[config.mk]
export PLATFORM = sky130hd
export DESIGN_NAME = player_motion_ctrl
export DESIGN_NICKNAME = d
export VERILOG_FILES = /design/src/rtl/player_motion_ctrl.sv
export SDC_FILE = /design/constraint.sdc
export NUM_CORES = 1
export LEC_CHECK = 0
export BUFFER_PORTS_ARGS = -buffer_cell sky130_fd_sc_hd__clkbuf_2
export CORE_MARGIN = 5
export CORE_UTILIZATION = 61
export DETAILED_ROUTE_END_ITERATION = 10
export HOLD_SLACK_MARGIN = 0.02
export PLACE_DENSITY = 0.75
export SYNTH_ARGS = -nofsm -noshare
export SYNTH_HDL_FRONTEND = slang
export SYNTH_SLANG_ARGS = --single-unit
[constraint.sdc]
create_clock -name clk -period 3.2 [get_ports clk]
set_input_delay 0 -clock clk [delete_from_list [all_inputs] [get_ports clk]]
set_output_delay 0 -clock clk [all_outputs]
set_load 0.01 [all_outputs]
[src/rtl/player_motion_ctrl.sv]
// Player motion controller: synchronises and debounces left/right buttons, drives a
// HOLD/LEFT/RIGHT FSM and steps the clamped player column. Optional: PLAYER_ACCEL_EN.
//
// state    | meaning
// ST_HOLD  | no single button held (none or both); position frozen, tick idle
// ST_LEFT  | left only; step left on entry+1, then every MOVE_TICKS cycles
// ST_RIGHT | right only; step right on entry+1, then every MOVE_TICKS cycles
module player_motion_ctrl #(
    parameter int DEB_CYCLES  = 31500,
    parameter int MOVE_TICKS  = 262144,
    parameter int STEP        = 4,
    parameter int COL_MIN     = 8,
    parameter int COL_MAX     = 616,
    parameter int COL_INIT    = 312,
    parameter int ACCEL_STEPS = 16
) (
    input  logic        clk,
    input  logic        rst,
    input  logic        btn_left,
    input  logic        btn_right,
    output logic [11:0] btn_col,
    output logic [1:0]  player_dir,
    output logic        at_edge
);

    localparam int DEB_W  = $clog2(DEB_CYCLES + 1);
    localparam int TICK_W = $clog2(MOVE_TICKS + 1);

    localparam logic [DEB_W-1:0]  DEB_LAST  = DEB_W'(DEB_CYCLES - 1);
    localparam logic [TICK_W-1:0] TICK_LAST = TICK_W'(MOVE_TICKS - 1);
    localparam logic [11:0]       MIN12     = 12'(COL_MIN);
    localparam logic [11:0]       MAX12     = 12'(COL_MAX);
    localparam logic [12:0]       MIN13     = 13'(COL_MIN);
    localparam logic [12:0]       MAX13     = 13'(COL_MAX);

    typedef enum logic [1:0] {
        ST_HOLD  = 2'b00,
        ST_LEFT  = 2'b01,
        ST_RIGHT = 2'b10
    } state_t;

    state_t             state_q, state_d;
    logic [1:0]         sync_l, sync_r;
    logic [1:0]         s_vec;      // [0] left, [1] right
    logic [1:0]         deb_vec;
    logic [DEB_W-1:0]   deb_cnt [2];
    logic [TICK_W-1:0]  tick_cnt;
    logic               step_en;
    logic [11:0]        step_amt;
    logic [12:0]        sum13;
    logic [11:0]        col_d;
    logic               edge_d;

    // Two-flop synchronisers for the asynchronous buttons
    always_ff @(posedge clk) begin
        if (rst) begin
            sync_l <= '0;
            sync_r <= '0;
        end else begin
            sync_l <= {sync_l[0], btn_left};
            sync_r <= {sync_r[0], btn_right};
        end
    end

    assign s_vec = {sync_r[1], sync_l[1]};

    // A level is accepted only after DEB_CYCLES consecutive cycles of disagreement
    always_ff @(posedge clk) begin
        if (rst) begin
            deb_vec <= '0;
            for (int i = 0; i < 2; i++) deb_cnt[i] <= '0;
        end else begin
            for (int i = 0; i < 2; i++) begin
                if (s_vec[i] == deb_vec[i]) begin
                    deb_cnt[i] <= '0;
                end else if (deb_cnt[i] == DEB_LAST) begin
                    deb_vec[i] <= s_vec[i];
                    deb_cnt[i] <= '0;
                end else begin
                    deb_cnt[i] <= deb_cnt[i] + 1'b1;
                end
            end
        end
    end

    always_ff @(posedge clk) begin
        if (rst) state_q <= ST_HOLD;
        else     state_q <= state_d;
    end

`ifdef PLAYER_ACCEL_EN
    localparam logic [4:0] ACCEL_SAT = 5'(ACCEL_STEPS);
    logic [4:0] run_cnt;

    // Run length of same-direction steps; a direction change or HOLD restarts it
    always_ff @(posedge clk) begin
        if (rst)
            run_cnt <= '0;
        else if (state_d != state_q || state_q == ST_HOLD)
            run_cnt <= '0;
        else if (step_en && run_cnt < ACCEL_SAT)
            run_cnt <= run_cnt + 1'b1;
    end

    assign step_amt = (run_cnt >= ACCEL_SAT) ? 12'(2 * STEP) : 12'(STEP);
`else
    assign step_amt = 12'(STEP);
`endif

    always_comb begin
        state_d = ST_HOLD;
        step_en = 1'b0;
        sum13   = '0;
        col_d   = btn_col;
        edge_d  = at_edge;

        if (deb_vec[0] && !deb_vec[1])      state_d = ST_LEFT;
        else if (deb_vec[1] && !deb_vec[0]) state_d = ST_RIGHT;

        step_en = (state_q != ST_HOLD) && (tick_cnt == '0);

        // 13-bit compares so neither direction can wrap before clamping
        if (state_q == ST_LEFT) begin
            sum13 = {1'b0, btn_col};
            if (sum13 < MIN13 + {1'b0, step_amt}) col_d = MIN12;
            else                                  col_d = btn_col - step_amt;
        end else if (state_q == ST_RIGHT) begin
            sum13 = {1'b0, btn_col} + {1'b0, step_amt};
            if (sum13 > MAX13) col_d = MAX12;
            else               col_d = sum13[11:0];
        end

        edge_d = (col_d == MIN12) || (col_d == MAX12);
    end

    // Rate timer: loaded to zero on entry so the first step lands one edge later
    always_ff @(posedge clk) begin
        if (rst)
            tick_cnt <= '0;
        else if (state_d != state_q || state_q == ST_HOLD)
            tick_cnt <= '0;
        else if (tick_cnt == '0)
            tick_cnt <= TICK_LAST;
        else
            tick_cnt <= tick_cnt - 1'b1;
    end

    always_ff @(posedge clk) begin
        if (rst) begin
            btn_col <= 12'(COL_INIT);
            at_edge <= 1'b0;
        end else if (step_en) begin
            btn_col <= col_d;
            at_edge <= edge_d;
        end
    end

    assign player_dir = state_q;

endmodule

==> results.md, run 1 <==
* Result of the run: finished, final reports clean
* Count of final setup violators at 0
* Full die area at 0.00820 mm2
* Global placer's final weighted congestion at 0.975
* Placement Rows at 29
* Synth Cell Area at 0.00396 mm2
* Detailed-routing iteration count for the pre-antenna-repair pass at 5
* Wire length of the first global-routing pass at 14400 um
* Fin. max-slew vios at 0
* RSZ-0062 raised after global routing: false
* Overall track demand over capacity in global routing at 21.1%
* Top area cells in the synthesized netlist: sky130_fd_sc_hd__edfxtp_1 (23%), sky130_fd_sc_hd__dfxtp_1 (20%), sky130_fd_sc_hd__nor2_1 (6.6%)
* Buffer count from post-CTS setup fixing at 0
* Clk_lat worst skew at 0.34 ns
* Floorplan die width at 90.6 um
* Antenna Cells at 0
* Top FF cell, synth: sky130_fd_sc_hd__dfxtp_1
* DRC violation count after routing at 0
* Fraction of layout cells with a size suffix above 1 at 11.1%
* Synthesized-area fraction occupied by xor and xnor cells at 9.07%
* Met2 demand-to-capacity share in global routing at 33.9%
* Startpoint of the tightest hold check path: rst
* Launch instance of the worst register-to-register path: btn_col[2]$_SDFFE_PP0P_
* Reg-to-reg critical path endpoint: at_edge$_SDFFE_PP0P_
* Per-instance average area after synthesis at 8.74 um2
* CTS root buffer: sky130_fd_sc_hd__clkbuf_8
* Clock network power share at 37.8%
* H-tree levels at 3
* Cell count after synthesis at 453
* Layout overhead on the synthesized area at 11.8%
* Met3 Track Usage GR at 4.50%
* Instance area after placement at 0.00424 mm2
* Met1 Resource Use GR at 28.1%
* Clock buffers created by TritonCTS at 9
* Combinational family with the most area after synthesis: simple AND/OR/NAND/NOR gates
* Overflow left after global routing at 0
* Fraction of power spent switching nets at 23.0%
* Cell-internal power at 1.25 mW
* Average detailed-routed wire length per instance at 14.6 um
* Post-synth top area share at 22.7%
* Kind of capture point of the worst setup path: flip-flop
* EDFF count, synth at 30
* Slowest stage delay, CP at 0.51 ns
* Total wirelength of the detailed-routed design at 8510 um
* Initial core utilization at 62.4%
* Path type of the worst min-delay path: in -> reg
* Fraction of registers with async set/reset at 0%
* Per-cell via count in the routed design at 5.84
* Fraction of the mapped netlist area in simple logic gates at 27.0%
* Initial DRC Count at 207
* Total design power at 1.62 mW
* Critical path required time at 3.47 ns
* Nature of the critical path startpoint: flip-flop
* IO Port Bufs at 18
* I/O Pins at 19
* TritonCTS Sinks at 70
* TritonCTS clock tree: done
* End of the worst hold path: btn_col[11]$_SDFFE_PP0P_
* Number of nets with antenna violations after detailed routing at 0
* Complex-gate fraction of the synthesized area at 14.2%
* Fmax at 0.335 GHz
* Setup Total Neg Slack at 0 ns
* Fill cells at 501
* List of cells traversed by the critical path: buf_4 > inv_1 > ha_1 > or3b_2 > nor3_1 > o21ai_0 > a221oi_2 > o2111ai_1 > or4_1 > o21ai_1
* Reg clk slew, reported paths at 0.08 ns
* Final hold vios at 0
* Worst slew margin relative to its limit at 58.1%
* Worst clock skew at 0.0116 ns
* Most heavily used metal layer in global routing: met2
* Non-Filler Instances at 581
* Biggest area consumer among synthesized cells: sky130_fd_sc_hd__edfxtp_1
* Net switching power figure at 0.372 mW
* Number of distinct library cell variants in the gate-level netlist after synthesis at 62
* Yosys warning total at 0
* Total of max-cap violations at 0
* Minimum period implied by the final worst setup slack at 2.98 ns
* Sequential area share after synthesis at 43.0%
* Longest Clk Path Bufs at 2
* Worst path slowest cell: sky130_fd_sc_hd__or3b_2
* Post-route standard cell area excluding fillers at 0.00443 mm2
* Mux share of post-synthesis cell area at 1.01%
* Total leakage power at 1.74 nW
* WS Path Type: reg -> reg
* Via count of the routed design at 3392
* Power density over the cells at 366 mW/mm2
* IR Drop Worst-Case VDD at 0.000293 V
* Peak fanout along the critical path at 9
* Final design utilization at 69.7%
* Period utilisation layout at 93.3%
* Via count of the first global-routing pass at 3212
* Worst-margin pin slew at 0.623 ns
* Combinational power share at 2.6%
* Dpl hpwl at 6030 um
* Seq pwr share at 59.6%
* Post-Synth Adder-Cell Area at 1.90%
* Initial antenna violation count at 0
* Cell total after placement at 563
* Net count reported at finish at 509
* Pin count of the biggest net entering global routing at 25
* Vert. Die Dim at 90.6 um
* Slack of the worst reg-to-reg path at 0.22 ns
* Number of synthesized register bits at 70
* Hold Crit Depth at 2
* Data arrival time at the worst-slack endpoint at 3.25 ns
* Depth of the worst register-to-register path at 10
* Core footprint at 0.00635 mm2
## metal layers
| metal | wire length (um) | vias to the layer above |
|---|---|---|
| met3 | 503 | 20 |
| met5 | 0 | - |
| met2 | 4000 | 128 |
| li1 | - | 1679 |
| met4 | 176 | 0 |
| met1 | 3830 | 1565 |
## registers in the layout, indices dropped and copies added, names as in the netlist
name / cells
at_edge: 1
btn_col: 12
deb_cnt: 30
deb_vec: 2
player_dir: 2
sync_l: 2
sync_r: 2
tick_cnt: 19
## metrics by stage
step	worst slack [ns]	hold slack, ns
6_report	0.216	0.157
5_1_grt	0.0181	0.189
4_1_cts	0.199	0.146
3_5_place_dp	0.228	0.235
3_3_place_gp	0.163	0.222
2_1_floorplan	0.355	0.0873
## Yosys cell counts, drive strengths merged, types with 4 or more instances
cell type	number
nor4	5
inv	11
nand3	20
or3	11
nor3	15
ha	6
nor2	71
xnor2	19
nand3b	5
and3	10
o21ai	14
xor2	22
a21oi	29
edfxtp	30
nor3b	4
buf	8
clkbuf	18
nand2	32
nor2b	8
or4	6
and2	4
dfxtp	40
a211oi	6
nand2b	4
mux2i	4
## cells in the final DEF, fill, tap and decap left out, types with 4 or more instances in the layout
cell type                  netlist  routed
sky130_fd_sc_hd__nor3b_1         4       4
sky130_fd_sc_hd__buf_4           0      12
sky130_fd_sc_hd__conb_1          1      30
sky130_fd_sc_hd__clkbuf_2        1      18
sky130_fd_sc_hd__o21ai_0        13      13
sky130_fd_sc_hd__xnor2_1        19      19
sky130_fd_sc_hd__dfxtp_1        40      40
sky130_fd_sc_hd__clkbuf_8        0       9
sky130_fd_sc_hd__nand3b_1        5       5
sky130_fd_sc_hd__nor2b_1         8       8
sky130_fd_sc_hd__nor4_1          5       5
sky130_fd_sc_hd__and3_1         10      10
sky130_fd_sc_hd__xor2_1         22      22
sky130_fd_sc_hd__nor3_1         15      15
sky130_fd_sc_hd__mux2i_1         4       4
sky130_fd_sc_hd__nand3_1        20      20
sky130_fd_sc_hd__inv_1          11      11
sky130_fd_sc_hd__edfxtp_1       30      30
sky130_fd_sc_hd__nor2_1         70      70
sky130_fd_sc_hd__and2_1          4       4
sky130_fd_sc_hd__nand2_1        32      32
sky130_fd_sc_hd__nand2b_1        4       4
sky130_fd_sc_hd__ha_1            6       6
sky130_fd_sc_hd__a21oi_1        29      29
sky130_fd_sc_hd__a211oi_1        6       6
sky130_fd_sc_hd__or3_1          10      10
## cell families (layout without fill, tap and decap cells)
kind of cell,after synthesis,after routing
other cells,1,30
xor+xnor,41,41
buf+inv,37,59
flops,70,70
compound gates,86,86
fa+ha+maj,6,6
simple gates,208,208
mux,4,4
## power by group through the flow
stage | Sequential (mW) | Combinational (mW) | Clock (mW)
floorplan | 0.982 | 0.0322 | 0
global placement | 0.985 | 0.0376 | 0
detailed placement | 0.986 | 0.0382 | 0
CTS | 0.965 | 0.0405 | 0.633
global route | 0.968 | 0.0474 | 0.672
finish | 0.966 | 0.0413 | 0.612
## worst max-delay path: cells and delay by family (launching register included)
kind                     cells  cell delay [ns]
AO/OA/AOI/OAI                4             0.81
flip-flops                   1             0.33
adder cells (fa/ha/maj)      1             0.21
buffers and inverters        2             0.33
AND/OR/NAND/NOR              3             1.22
## layout make-up
type                       instances  area (um2)  share of cell area (%)
clock buffer                      10         128                    2.88
multi-input combinational        375        2220                    50.2
sequential                        70        1700                    38.4
inverter                          11        41.3                   0.932
tap                               77        96.3                    2.18
clock inverter                     6        36.3                   0.819
timing repair buffer              32         200                    4.52
## what timing repair did
action / 4_1_cts / 5_1_grt
endpoints found under the setup margin: 0 / 1
resized for setup: 0 / 1
hold endpoints to repair: 2 / 0
hold buffers: 2 / 0
## worst max-delay path by stage
stage                            start                   end  depth (start not counted)
3_5_place_dp   btn_col[2]$_SDFFE_PP0P_  at_edge$_SDFFE_PP0P_                         11
3_3_place_gp   btn_col[2]$_SDFFE_PP0P_  at_edge$_SDFFE_PP0P_                         11
6_report       btn_col[2]$_SDFFE_PP0P_  at_edge$_SDFFE_PP0P_                         10
2_1_floorplan  btn_col[3]$_SDFFE_PP1P_  at_edge$_SDFFE_PP0P_                         13
4_1_cts        btn_col[2]$_SDFFE_PP0P_  at_edge$_SDFFE_PP0P_                         11
5_1_grt        btn_col[4]$_SDFFE_PP1P_  at_edge$_SDFFE_PP0P_                         10
Note: power is estimated with default switching activity, not from simulation.
==> run 2, diff against run 1 <==
--- a/config.mk
+++ b/config.mk
@@ -10,7 +10,9 @@
 export CORE_UTILIZATION = 61
 export DETAILED_ROUTE_END_ITERATION = 10
 export HOLD_SLACK_MARGIN = 0.02
+export MAX_ROUTING_LAYER = met4
 export PLACE_DENSITY = 0.75
+export RECOVER_POWER = 100
 export SYNTH_ARGS = -nofsm -noshare
 export SYNTH_HDL_FRONTEND = slang
 export SYNTH_SLANG_ARGS = --single-unit
==> run 2 against run 1 <==
Net effect:
- critical path depth unchanged
- largest power group unchanged
- flip-flop and latch count unchanged
- cell area down 0.71%
- power up 0.23%
- hold slack better by 0.024 ns
- sequential power about the same
==> results.md, run 2 (synthesis results as in run 1) <==
* Fmax at 0.333 GHz (-0.77%)
* Count of final setup violators at 0 (unchanged)
* Antenna Cells at 0 (unchanged)
* Register cell area after layout at 0.00170 mm2 (unchanged)
* Slowest stage delay, CP at 0.64 ns (+0.13 ns)
* Total wirelength of the detailed-routed design at 8850 um (+4.0%)
* I/O Pins at 19 (unchanged)
* Placement Rows at 29 (unchanged)
* CTS root buffer: sky130_fd_sc_hd__clkbuf_8
* Floorplan die width at 90.6 um (unchanged)
* Per-cell via count in the routed design at 5.86 (+0.30%)
* Top reg by flops: deb_cnt
* Final design utilization at 69.2% (-0.49 points)
* Peak fanout along the critical path at 17 (+8)
* Initial antenna violation count at 0 (unchanged)
* List of cells traversed by the critical path: and4_1 > a21boi_0 > a211oi_1 > a211oi_1 > a41oi_1 > buf_4 > o311a_1 > a21oi_1 > or4_1 > o21ai_1
* Commonest non-fill, non-tap cell in the layout: sky130_fd_sc_hd__nor2_1
* Pin count of the biggest net entering global routing at 25 (unchanged)
* Max reg flops at 30 (unchanged)
* Full die area at 0.00820 mm2 (unchanged)
* Total design power at 1.62 mW (+0.23%)
* Overall track demand over capacity in global routing at 22.8% (+1.6 points)
* WS Path Type: reg -> reg
* Buffer count from post-CTS setup fixing at 0 (unchanged)
* Net count reported at finish at 510 (+0.20%)
* Fraction of layout cells with a size suffix above 1 at 7.92% (-3.2 points)
* Final worst setup slack at 0.193 ns (-0.0233 ns)
* Nature of the critical path startpoint: flip-flop
* Layout overhead on the synthesized area at 11.0%
* Kind of capture point of the worst setup path: flip-flop
* Most repeated library cell on the critical path: sky130_fd_sc_hd__a211oi_1
* Final hold vios at 0 (unchanged)
* Vert. Die Dim at 90.6 um (unchanged)
* Critical path required time at 3.47 ns (about the same)
* IR Drop Worst-Case VDD at 0.000290 V (-0.92%)
* Worst path slowest cell: sky130_fd_sc_hd__dfxtp_1
* Initial DRC Count at 240 (+16%)
* TritonCTS clock tree: done
* DRC violation count after routing at 0 (unchanged)
* Detailed-routing iteration count for the pre-antenna-repair pass at 4 (-1)
* TritonCTS Sinks at 70 (unchanged)
* Result of the run: finished, final reports clean
* Non-Filler Instances at 582 (+0.17%)
* Clock buffers created by TritonCTS at 9 (unchanged)
* Worst-margin pin slew at 0.805 ns (+0.183 ns)
* Initial core utilization at 62.4% (unchanged)
* H-tree levels at 3 (unchanged)
* Setup Total Neg Slack at 0 ns (unchanged)
* Via count of the first global-routing pass at 3319 (+3.3%)
* Overflow left after global routing at 0 (unchanged)
* Area taken by multi-input logic gates at 0.00222 mm2 (-0.28%)
* RSZ-0062 raised after global routing: false
* Total leakage power at 1.69 nW (-2.8%)
* Global placer's final weighted congestion at 1.00 (+3.0%)
* Number of nets with antenna violations after detailed routing at 0 (unchanged)
* Power density over the cells at 369 mW/mm2 (+0.94%)
* Total of max-cap violations at 0 (unchanged)
* Minimum period implied by the final worst setup slack at 3.01 ns (+0.0233 ns)
* Path type of the worst min-delay path: in -> reg
* Clk_lat worst skew at 0.35 ns (about the same)
* Most frequent cells in the layout: sky130_fd_sc_hd__nor2_1 (70), sky130_fd_sc_hd__dfxtp_1 (40), sky130_fd_sc_hd__nand2_1 (32)
* Core footprint at 0.00635 mm2 (unchanged)
* Longest Clk Path Bufs at 2 (unchanged)
* Wire length of the first global-routing pass at 15100 um (+4.8%)
* Fin. max-slew vios at 0 (unchanged)
* Via count of the routed design at 3408 (+0.47%)
* Worst slew margin relative to its limit at 46.3% (-12 points)
* Fill cells at 521 (+4.0%)
* Worst clock skew at 0.0104 ns (-0.00120 ns)
* Data arrival time at the worst-slack endpoint at 3.28 ns (+0.03 ns)
* Reg clk slew, reported paths at 0.08 ns (about the same)
* Cell total after placement at 564 (+0.18%)
* Dpl hpwl at 6330 um (+5.1%)
* Period utilisation layout at 94.0% (+0.73 points)
* Average detailed-routed wire length per instance at 15.2 um (+3.8%)
* Worst setup timing slack at the placement stage at 0.291 ns (+0.0625 ns)
* IO Port Bufs at 18 (unchanged)
* Top Registers: deb_cnt x30, tick_cnt x19, btn_col x12
-- run 2: cell count changes in the layout (fill, tap and decap cells not counted) --
cell                       previous run  this run
sky130_fd_sc_hd__a221oi_1             0         1
sky130_fd_sc_hd__clkbuf_2            18         7
sky130_fd_sc_hd__a221oi_2             1         0
sky130_fd_sc_hd__buf_4               12         8
sky130_fd_sc_hd__clkbuf_1             1        17
-- run 2: where the power goes --
group          internal [mW]  switching (mW)
sequential             0.949          0.0177
clock                  0.281           0.333
combinational         0.0177          0.0253
total                   1.25           0.376
-- run 2: metal layers --
| layer | up-vias | GRT usage (%) | share of wire, % |
|---|---|---|---|
| met5 | - | - | 0 |
| met4 | 0 | 7.94 | 2.0 |
| met3 | 21 | 4.83 | 5.1 |
| met2 | 111 | 36.1 | 48 |
| met1 | 1589 | 28.9 | 45 |
| li1 | 1687 | - | - |
-- run 2: worst max-delay path: cells and delay by family (launching register included) --
family	cells	cell delay (ns)
flops	1	0.64
simple gates	2	0.93
buf+inv	1	0.22
compound gates	7	1.14
-- run 2: final timing paths --
path | from | end | slack [ns] | cells past startpoint
setup reg to reg | btn_col[4]$_SDFFE_PP1P_ | at_edge$_SDFFE_PP0P_ | 0.19 | 10
hold reg to reg | sync_r[0]$_SDFF_PP0_ | sync_r[1]$_SDFF_PP0_ | 0.45 | 1
hold / removal | rst | deb_vec[1]$_SDFFE_PP0P_ | 0.18 | 2
setup / recovery | btn_col[4]$_SDFFE_PP1P_ | at_edge$_SDFFE_PP0P_ | 0.19 | 10
-- run 2: cell type report --
type	count	area share [%]
Timing Repair Buffer	33	3.98
Tap cell	77	2.19
Clock buffer	10	2.90
Clock inverter	6	0.825
Sequential cell	70	38.7
Inverter	11	0.939
Multi-Input combinational cell	375	50.5
-- run 2: what timing repair did --
item | 4_1_cts | 5_1_grt
hold endpoints to repair | 2 | 0
hold buffers | 2 | 0
gates resized for setup | 0 | 0
-- run 2: metrics by stage --
stage / cell area, um2 / hold slack (ns)
floorplan: 4070 / 0.0873
global placement: 4250 / 0.219
detailed placement: 4250 / 0.243
CTS: 4430 / 0.158
global route: 4400 / 0.181
finish: 4400 / 0.182
